### src/rtl/cache_arb_pkg.sv
// rtl/cache_arb_pkg.sv - shared widths and state/requester types for cache_arbiter
package cache_arb_pkg;

  localparam int ADDR_W = 32;
  localparam int LINE_W = 256;

  typedef enum logic [1:0] {
    ARB_IDLE = 2'd0,
    ARB_I    = 2'd1,
    ARB_D    = 2'd2
  } arb_state_t;

  typedef enum logic {
    REQ_I = 1'b0,
    REQ_D = 1'b1
  } req_id_t;

endpackage

### src/rtl/cache_arbiter.sv
// rtl/cache_arbiter.sv - grants the I-cache or D-cache one line transaction at a time on the adaptor port
// CACHE_ARB_RR_EN selects round-robin tie breaking; undefined gives fixed D-over-I priority.
module cache_arbiter
  import cache_arb_pkg::*;
(
  input  logic              clk,
  input  logic              reset,
  input  logic              i_read,
  input  logic [ADDR_W-1:0] i_address,
  output logic [LINE_W-1:0] i_rdata,
  output logic              i_resp,
  input  logic              d_read,
  input  logic              d_write,
  input  logic [ADDR_W-1:0] d_address,
  input  logic [LINE_W-1:0] d_wdata,
  output logic [LINE_W-1:0] d_rdata,
  output logic              d_resp,
  output logic              mem_read,
  output logic              mem_write,
  output logic [ADDR_W-1:0] mem_address,
  output logic [LINE_W-1:0] mem_wdata,
  input  logic [LINE_W-1:0] mem_rdata,
  input  logic              mem_resp
);

  arb_state_t r_state;

  logic w_i_pend;
  logic w_d_pend;
  logic w_tie_to_d;
  logic w_grant_i;
  logic w_grant_d;

  assign w_i_pend = i_read;
  assign w_d_pend = d_read | d_write;

`ifdef CACHE_ARB_RR_EN
  req_id_t r_last_grant;

  // The requester that did not win last time takes the tie.
  assign w_tie_to_d = (r_last_grant == REQ_I);

  always_ff @(posedge clk) begin
    if (reset) begin
      r_last_grant <= REQ_I;
    end else if (r_state == ARB_IDLE) begin
      if (w_grant_d) begin
        r_last_grant <= REQ_D;
      end else if (w_grant_i) begin
        r_last_grant <= REQ_I;
      end
    end
  end
`else
  assign w_tie_to_d = 1'b1;
`endif

  assign w_grant_d = w_d_pend & (~w_i_pend | w_tie_to_d);
  assign w_grant_i = w_i_pend & ~w_grant_d;

  // Every grant returns through ARB_IDLE so the adaptor sees a command-free cycle between transactions.
  always_ff @(posedge clk) begin
    if (reset) begin
      r_state <= ARB_IDLE;
    end else begin
      case (r_state)
        ARB_IDLE: begin
          if (w_grant_d) begin
            r_state <= ARB_D;
          end else if (w_grant_i) begin
            r_state <= ARB_I;
          end
        end
        ARB_I: begin
          if (mem_resp) begin
            r_state <= ARB_IDLE;
          end
        end
        ARB_D: begin
          if (mem_resp) begin
            r_state <= ARB_IDLE;
          end
        end
        default: r_state <= ARB_IDLE;
      endcase
    end
  end

  always_comb begin
    mem_read    = 1'b0;
    mem_write   = 1'b0;
    mem_address = '0;
    mem_wdata   = '0;
    i_resp      = 1'b0;
    d_resp      = 1'b0;
    case (r_state)
      ARB_I: begin
        mem_read    = 1'b1;
        mem_address = i_address;
        i_resp      = mem_resp;
      end
      ARB_D: begin
        mem_write   = d_write;
        mem_read    = d_read & ~d_write;
        mem_address = d_address;
        mem_wdata   = d_wdata;
        d_resp      = mem_resp;
      end
      default: begin
      end
    endcase
  end

  assign i_rdata = mem_rdata;
  assign d_rdata = mem_rdata;

endmodule

### config.mk
export PLATFORM = sky130hd
export DESIGN_NAME = cache_arbiter
export DESIGN_NICKNAME = d
export VERILOG_FILES = /design/src/rtl/cache_arb_pkg.sv /design/src/rtl/cache_arbiter.sv
export SDC_FILE = /design/constraint.sdc
export NUM_CORES = 1
export LEC_CHECK = 0
export ABC_CLOCK_PERIOD_IN_PS = 1330
export CAP_MARGIN = 10
export CORE_AREA = 2 2 544 546
export CTS_BUF_LIST = sky130_fd_sc_hd__clkbuf_16
export DETAILED_ROUTE_END_ITERATION = 16
export DIE_AREA = 0 0 546 548
export SETUP_SLACK_MARGIN = 0.1
export SLEW_MARGIN = 30
export SYNTH_ARGS = -nofsm -noshare
export SYNTH_HDL_FRONTEND = slang
export SYNTH_SLANG_ARGS = --single-unit
### constraint.sdc
create_clock -name clk -period 1.33 [get_ports clk]
set_input_delay 0.266 -clock clk [delete_from_list [all_inputs] [get_ports clk]]
set_output_delay 0.266 -clock clk [all_outputs]
set_load 0.01 [all_outputs]
# Yosys cells after proc, flatten, opt, wreduce, memory -nomap -nowiden
# Cells that the tools add are included.
[classes]
eq_ne = 4
mux = 10
bitwise_logic = 5
n_reduce_logical = 3
[ops]
columns = ["operator", "n"]
rows = [
  ["256-bit two-way mux", 1],
  ["32-bit one-hot mux with 2 select lines", 1],
  ["2-bit two-way mux", 3],
  ["2-bit one-hot mux with 2 select lines", 1],
  ["1-bit two-way mux", 3],
  ["3-bit != test, second input constant", 1],
  ["1-bit AND", 2],
  ["2-bit by 1-bit equality test with 1-bit output, second input constant", 1],
  ["2-bit equality test, second input constant", 1],
  ["2-bit logical NOT", 1],
  ["2-bit by 1-bit != test with 1-bit output, second input constant", 1],
  ["1-bit inverter", 2],
  ["1-bit one-hot mux with 2 select lines", 1],
  ["2-bit AND reduction", 1],
  ["2-bit OR reduction", 1],
  ["1-bit OR", 1],
]
[word_totals]
ff_bits = 2
inputBits = 582
out_inout_bits = 804

# Longest topological paths before layout
# Gate-level depths: netlist (run 1).
[depth]
depth_word = 6
mapped_depth = 6
depth_no_buf = 5

# Least setup slack after synthesis (run 1)
# OpenSTA, ideal clock, no wires.
[synth_path]
path_kind = "register to output"
startpoint = "register r_state[0]"
endpoint = "output mem_address[10]"
arrival_ps = 1203
required_ps = 1064
setup_slack_ps = -139
path_stages_with_launch = 5
n_path_buf = 1
cell_sequence = "dfxtp_1 inv_1 ha_1 clkbuf_1 nor2b_1"
[synth_via]
elab_chain_cells = 2
elab_cells_between_ends = 3
[synth_lines]
columns = ["item", "line", "text"]
rows = [
  ["from (decl)", "cache_arbiter.sv:26", "arb_state_t r_state;"],
  ["from (signal assigned)", "cache_arbiter.sv:64", "r_state <= ARB_IDLE;"],
  ["from (signal assigned)", "cache_arbiter.sv:69", "r_state <= ARB_D;"],
  ["from (signal assigned)", "cache_arbiter.sv:71", "r_state <= ARB_I;"],
  ["2-bit equality test / 2-bit by 1-bit equality test with 1-bit output (equally long branches)", "cache_arbiter.sv:96", "case (r_state)"],
  ["32-bit one-hot mux with 2 select lines (*)", "cache_arbiter.sv:96", ""],
  ["to (decl)", "cache_arbiter.sv:20", "output logic [ADDR_W-1:0] mem_address,"],
]
# Every way passes the cells marked *; elsewhere a longest branch is shown, timed or not.

# Worst setup path in the final report (run 1)
[layout_path]
startpoint = "register r_state[0]"
endpoint = "output mem_wdata[176]"
[layout_via]
elab_chain_cells = 2
[layout_lines]
columns = ["item", "line", "text"]
rows = [
  ["2-bit equality test", "cache_arbiter.sv:96", ""],
  ["256-bit two-way mux", "cache_arbiter.sv:96", ""],
  ["to (decl)", "cache_arbiter.sv:21", "output logic [LINE_W-1:0] mem_wdata,"],
]
# No other way between the ends.

==> reports/results.ini, run 1 <==
[status]
status = finished, violations left
violations = negative setup slack

[synthesis]
ys_seq_area_share_pct = 0.638
ys_types = 19
synth-seq-cells = 2
synthesis.nets = 1480
synth_top_family_by_area = buffers and inverters
synthMuxAreaShare_pct = 0
synthTopCellsByArea = buf_4, and2_1, a22oi_1
synth_compound_area_share_pct = 4.27
synthAdderAreaFrac_pct = 0.798
synth-xor-area-share_pct = 0
avgSynthCellArea_um2 = 7.02
yosys_most_used_dff = dfxtp_1
yosys_warnings = 0
yosys.area_share.simple_pct = 29.7
synth_top_area_share_pct = 61.3
yosysTopAreaCell = buf_4
synth_edf_count = 0
synth-async-reset-ratio_pct = 0
synth_cells = 894
syn_area_um2 = 6270

[placed_design]
dp_worst_setup_slack_ns = -0.843
hpwl_mm = 205
place.gp.congestion = 0.821
io_buffers = 617
dpl.cell_count = 4915
post_dp_cell_area_um2 = 15900

[power]
power_density_nw_per_um2 = 592
p_leak_nw = 5.64
max-vdd-ir-drop_mv = 0.295
total_power_mw = 10.6

[route]
vias = 7442
first_pass_iters = 4
wl_per_cell_um = 42.8
via_per_inst = 1.49
drc = 0
antenna_left = 0
wirelength_mm = 214
dr.first_iter.drc_count = 278

[critical_path]
critPathArrivalTime_ns = 1.76
r2r_start = r_state[1]
cp_num_buf_inv = 6
crit_path_end_kind = output pin
crit_path_top_delay_cell = dfxtp_4
path_delay_family = buffers and inverters
required_ns = 1.06
start_kind = flop
critical_path_class = reg2out
cp_max_fo = 8
cp.depth = 8
worstPathCellList = inv_6 -> ha_4 -> buf_12 -> buf_12 -> buf_16 -> clkbuf_16 -> and2_4 -> buf_12
r2r_cells = 6
r2r_slack_ns = -0.03
path_common_cell = buf_12
critPathMaxStageDelay_ns = 0.37
r2r_end = r_state[0]

[sta]
final-max-slew-violation-count = 0
setup_viol = 294
period_share_pct = 153
fin_ws_ns = -0.700
worstMarginPinSlew_ns = 0.431
max-slew-margin-rel_pct = 71.2
grt_setup_unrepaired = true
fin_crit_ns = 2.03
max_freq_ghz = 0.493
tns_ns = -175.83
skew_ns = 0.0000235
hold_viol = 0
hold_slack_ns = 0.532

[layout]
drive_above_1_share_pct = 67.4
final_cell_mix = clkdlybuf4s50_1, and2_4, buf_12, buf_6, a22oi_2
largest_reg_flops = 2
final_cell_area_um2 = 17900
layout.cells.non_filler = 5011
final_common_cell = clkdlybuf4s50_1
finalNetCount = 1651
top_register = r_state
top_regs = r_state x2
post-route-util_pct = 6.10
area_growth_pct = 185

[die]
start_util_pct = 2.14
die_x_um = 546
fp.dieH_um = 548
die_area_um2 = 299000
io_pins = 1386
coreArea_um2 = 293000
rows = 199

[cts]
cts.sinks = 2
numCtsBuffers = 3
clockBufferDepth = 2
root_buffer = clkbuf_16
cts_tree = yes
h-tree-depth = 1
cts_hold_buf = 0
path_clk_slew_ns = 0.03
worstSkewPairLatency_ns = 0.22

[worst_hold_path]
hold_path.startpoint = mem_rdata[145]
hp-class = in2out
holdPathStages = 0
min_to = d_rdata[145]

[grt]
antenna_found_initial = 160
grt_overflow = 0
grt_max_degree = 26
first_global_vias = 7020
grtUsageTotal_pct = 13.6
grt_pass1_wl_mm = 232

[flow_run]
maxCapViolCount = 0

==> report_power, final <==
part           total (mW)  switching, mW  internal [mW]
combinational        10.0           4.17           5.88
clock               0.448         0.0661          0.382
sequential         0.0868         0.0174         0.0694
total                10.6           4.25           6.33
==> cells in the mapped netlist (2+ instances only) <==
cell type  count
nor2_1         2
clkbuf_1       5
buf_4        512
buf_6          3
and2_1       259
a22oi_1       32
clkbuf_2      20
buf_2         10
dfxtp_1        2
ha_1           4
inv_1          2
a21oi_1        3
nor2b_1       34
==> metal layers <==
metal	global-route usage (%)	part of all wire, %
met1	8.40	20
met2	20.3	42
met3	21.8	35
met4	2.88	2.7
met5	0.0317	0.11
==> worst reg2reg max path: cells and delay by family (launching register included) <==
| kind | cells | cell delay, ns |
|---|---|---|
| AOI/OAI and AO/OA | 1 | 0.05 |
| adders and majority gates | 1 | 0.35 |
| buffers and inverters | 2 | 0.21 |
| and+or+nand+nor | 2 | 0.28 |
| DFF | 1 | 0.39 |
==> cells by family (layout without fill, tap and decap cells) <==
group | count (synthesis) | after routing
simple gates | 299 | 299
buf+inv | 552 | 721
fa+ha+maj | 4 | 4
other cells | 0 | 29
compound gates | 37 | 37
flops | 2 | 2
==> repair_timing <==
| item | 4_1_cts | 5_1_grt |
|---|---|---|
| gates resized for setup | 608 | 170 |
| buffers inserted | 31 | 12 |
| pin swaps | 9 | 11 |
| setup endpoints to repair | 294 | 294 |
| cloned | 13 | 13 |
==> area by class of cell <==
cell class,instances,area (um2)
sequential,2,47.5
inverter,2,15.0
fill,34357,275000
clock buffer,3,75.1
multi-input combinational,340,3170
antenna,29,72.6
timing repair buffer,716,9590
tap,3919,4900
==> how the worst max path moves through the flow <==
stage                from              end  slack (ns)
6_report       r_state[0]   mem_wdata[176]       -0.70
5_1_grt        r_state[0]   mem_wdata[129]       -0.72
4_1_cts        r_state[0]    mem_wdata[39]       -0.72
3_5_place_dp   r_state[0]   mem_wdata[246]       -0.84
3_3_place_gp   r_state[0]   mem_wdata[246]       -0.82
2_1_floorplan  r_state[1]  mem_address[10]        0.02
No activity file was read; power rests on OpenSTA's default activity.
==> inputs of run 2 (changes only) <==
--- a/config.mk
+++ b/config.mk
@@ -7,11 +7,12 @@
 export LEC_CHECK = 0
 export ABC_CLOCK_PERIOD_IN_PS = 1330
 export CAP_MARGIN = 10
-export CORE_AREA = 2 2 544 546
+export CORE_AREA = 5 5 531 533
 export CTS_BUF_LIST = sky130_fd_sc_hd__clkbuf_16
 export DETAILED_ROUTE_END_ITERATION = 16
-export DIE_AREA = 0 0 546 548
+export DIE_AREA = 0 0 536 538
 export SETUP_SLACK_MARGIN = 0.1
+export SKIP_CTS_REPAIR_TIMING = 1
 export SLEW_MARGIN = 30
 export SYNTH_ARGS = -nofsm -noshare
 export SYNTH_HDL_FRONTEND = slang
==> reports/results.ini, run 2 (same netlist as run 1, synthesis figures left out) <==
[status]
status = finished, violations left
violations = negative setup slack

[sta]
worstMarginPinSlew_ns = 0.261
fin_ws_ns = -0.708
setup_viol = 294
grt_setup_unrepaired = true
period_share_pct = 153
max-slew-margin-rel_pct = 82.6
max_freq_ghz = 0.491
final-max-slew-violation-count = 0
fin_crit_ns = 2.04
skew_ns = 0.00187
hold_viol = 0

[grt]
grt_max_degree = 63
first_global_vias = 7208
grt_overflow = 0
grtUsageTotal_pct = 13.5
grt_pass1_wl_mm = 225
antenna_found_initial = 135

[critical_path]
required_ns = 1.06
critical_path_class = reg2out
crit_path_end_kind = output pin
critPathArrivalTime_ns = 1.77
cp_max_fo = 7
start_kind = flop

[cts]
cts_tree = yes
path_clk_slew_ns = 0.03
worstSkewPairLatency_ns = 0.22
cts.sinks = 2
h-tree-depth = 1
numCtsBuffers = 3
clockBufferDepth = 2
root_buffer = clkbuf_16

[layout]
largest_reg_flops = 2
post-route-util_pct = 6.11
top_register = r_state
finalNetCount = 1633
final_common_cell = clkdlybuf4s50_1
top_regs = r_state x2
multi_input_area_um2 = 3200
area_growth_pct = 169
register_area_um2 = 47.5
drive_above_1_share_pct = 63.8
final_cell_mix = clkdlybuf4s50_1, and2_4, buf_12, buf_6
layout.cells.non_filler = 4766
num-fill-cells = 32301
final_cell_area_um2 = 16900

[placed_design]
io_buffers = 617
dp_worst_setup_slack_ns = -0.883
place.gp.congestion = 0.848
post_dp_cell_area_um2 = 15400
dpl.cell_count = 4696
hpwl_mm = 201

[route]
via_per_inst = 1.56
dr.first_iter.drc_count = 274
first_pass_iters = 4
vias = 7437
wirelength_mm = 213
wl_per_cell_um = 44.6
drc = 0
antenna_left = 0

[die]
fp.dieH_um = 538
rows = 193
die_x_um = 536
die_area_um2 = 288000
start_util_pct = 2.27
coreArea_um2 = 276000
io_pins = 1386

[flow_run]
maxCapViolCount = 0

[power]
power_density_nw_per_um2 = 598
p_leak_nw = 5.46
total_power_mw = 10.1
max-vdd-ir-drop_mv = 0.225

[worst_hold_path]
hp-class = in2out

[run 2: final timing paths]
check | startpoint | endpoint | slack (ns) | depth (start not counted)
min reg2reg | r_state[1] | r_state[1] | 0.58 | 2
max reg2reg | r_state[0] | r_state[1] | -0.21 | 9
min | mem_rdata[130] | d_rdata[130] | 0.53 | 0
max | r_state[0] | mem_wdata[17] | -0.71 | 7
[run 2: report_power, final]
group | leakage, nW | switching (mW) | internal [mW]
clock | 0.0371 | 0.0691 | 0.383
sequential | 0.0178 | 0.0176 | 0.0694
combinational | 5.41 | 4.19 | 5.35
[run 2: metrics by stage]
| stage | hold slack (ns) | setup TNS, ns |
|---|---|---|
| 3_5_place_dp | 0.532 | -179.62 |
| 3_3_place_gp | 0.524 | -169.13 |
| 5_1_grt | 0.532 | -198.32 |
| 2_1_floorplan | 0.325 | 0 |
| 4_1_cts | 0.532 | -248.98 |
| 6_report | 0.532 | -177.62 |
[run 2: critical path, cell delays in order, from the launching register on]
cell and delay [ns]:
dfxtp_4 0.35, inv_6 0.07, ha_4 0.27, buf_12 0.18
clkbuf_16 0.19, clkbuf_16 0.16, and2_4 0.15, buf_12 0.13
[run 2: layout make-up]
type | count | share of cell area, %
Sequential cell | 2 | 0.282
Timing Repair Buffer | 698 | 52.5
Multi-Input combinational cell | 340 | 19.0
Antenna cell | 16 | 0.238
Tap cell | 3705 | 27.5
Clock buffer | 3 | 0.445
Inverter | 2 | 0.0891
[run 2: per-layer routing]
metal  GRT usage [%]  vias to the layer above  part of all wire, %
li1                -                     2536                    -
met1            8.36                     2966                   21
met2            19.4                     1439                   41
met3            22.6                      430                   35
met4            3.42                       66                  3.4
met5               0                        -                 0.20
==> inputs of run 3 (changes only) <==
--- a/config.mk
+++ b/config.mk
@@ -11,6 +11,7 @@
 export CTS_BUF_LIST = sky130_fd_sc_hd__clkbuf_16
 export DETAILED_ROUTE_END_ITERATION = 16
 export DIE_AREA = 0 0 536 538
+export GPL_ROUTABILITY_DRIVEN = 0
 export SETUP_SLACK_MARGIN = 0.1
 export SKIP_CTS_REPAIR_TIMING = 1
 export SLEW_MARGIN = 30
==> results of run 3 <==
Final layout, timing and power as in run 2 (identical DEF).
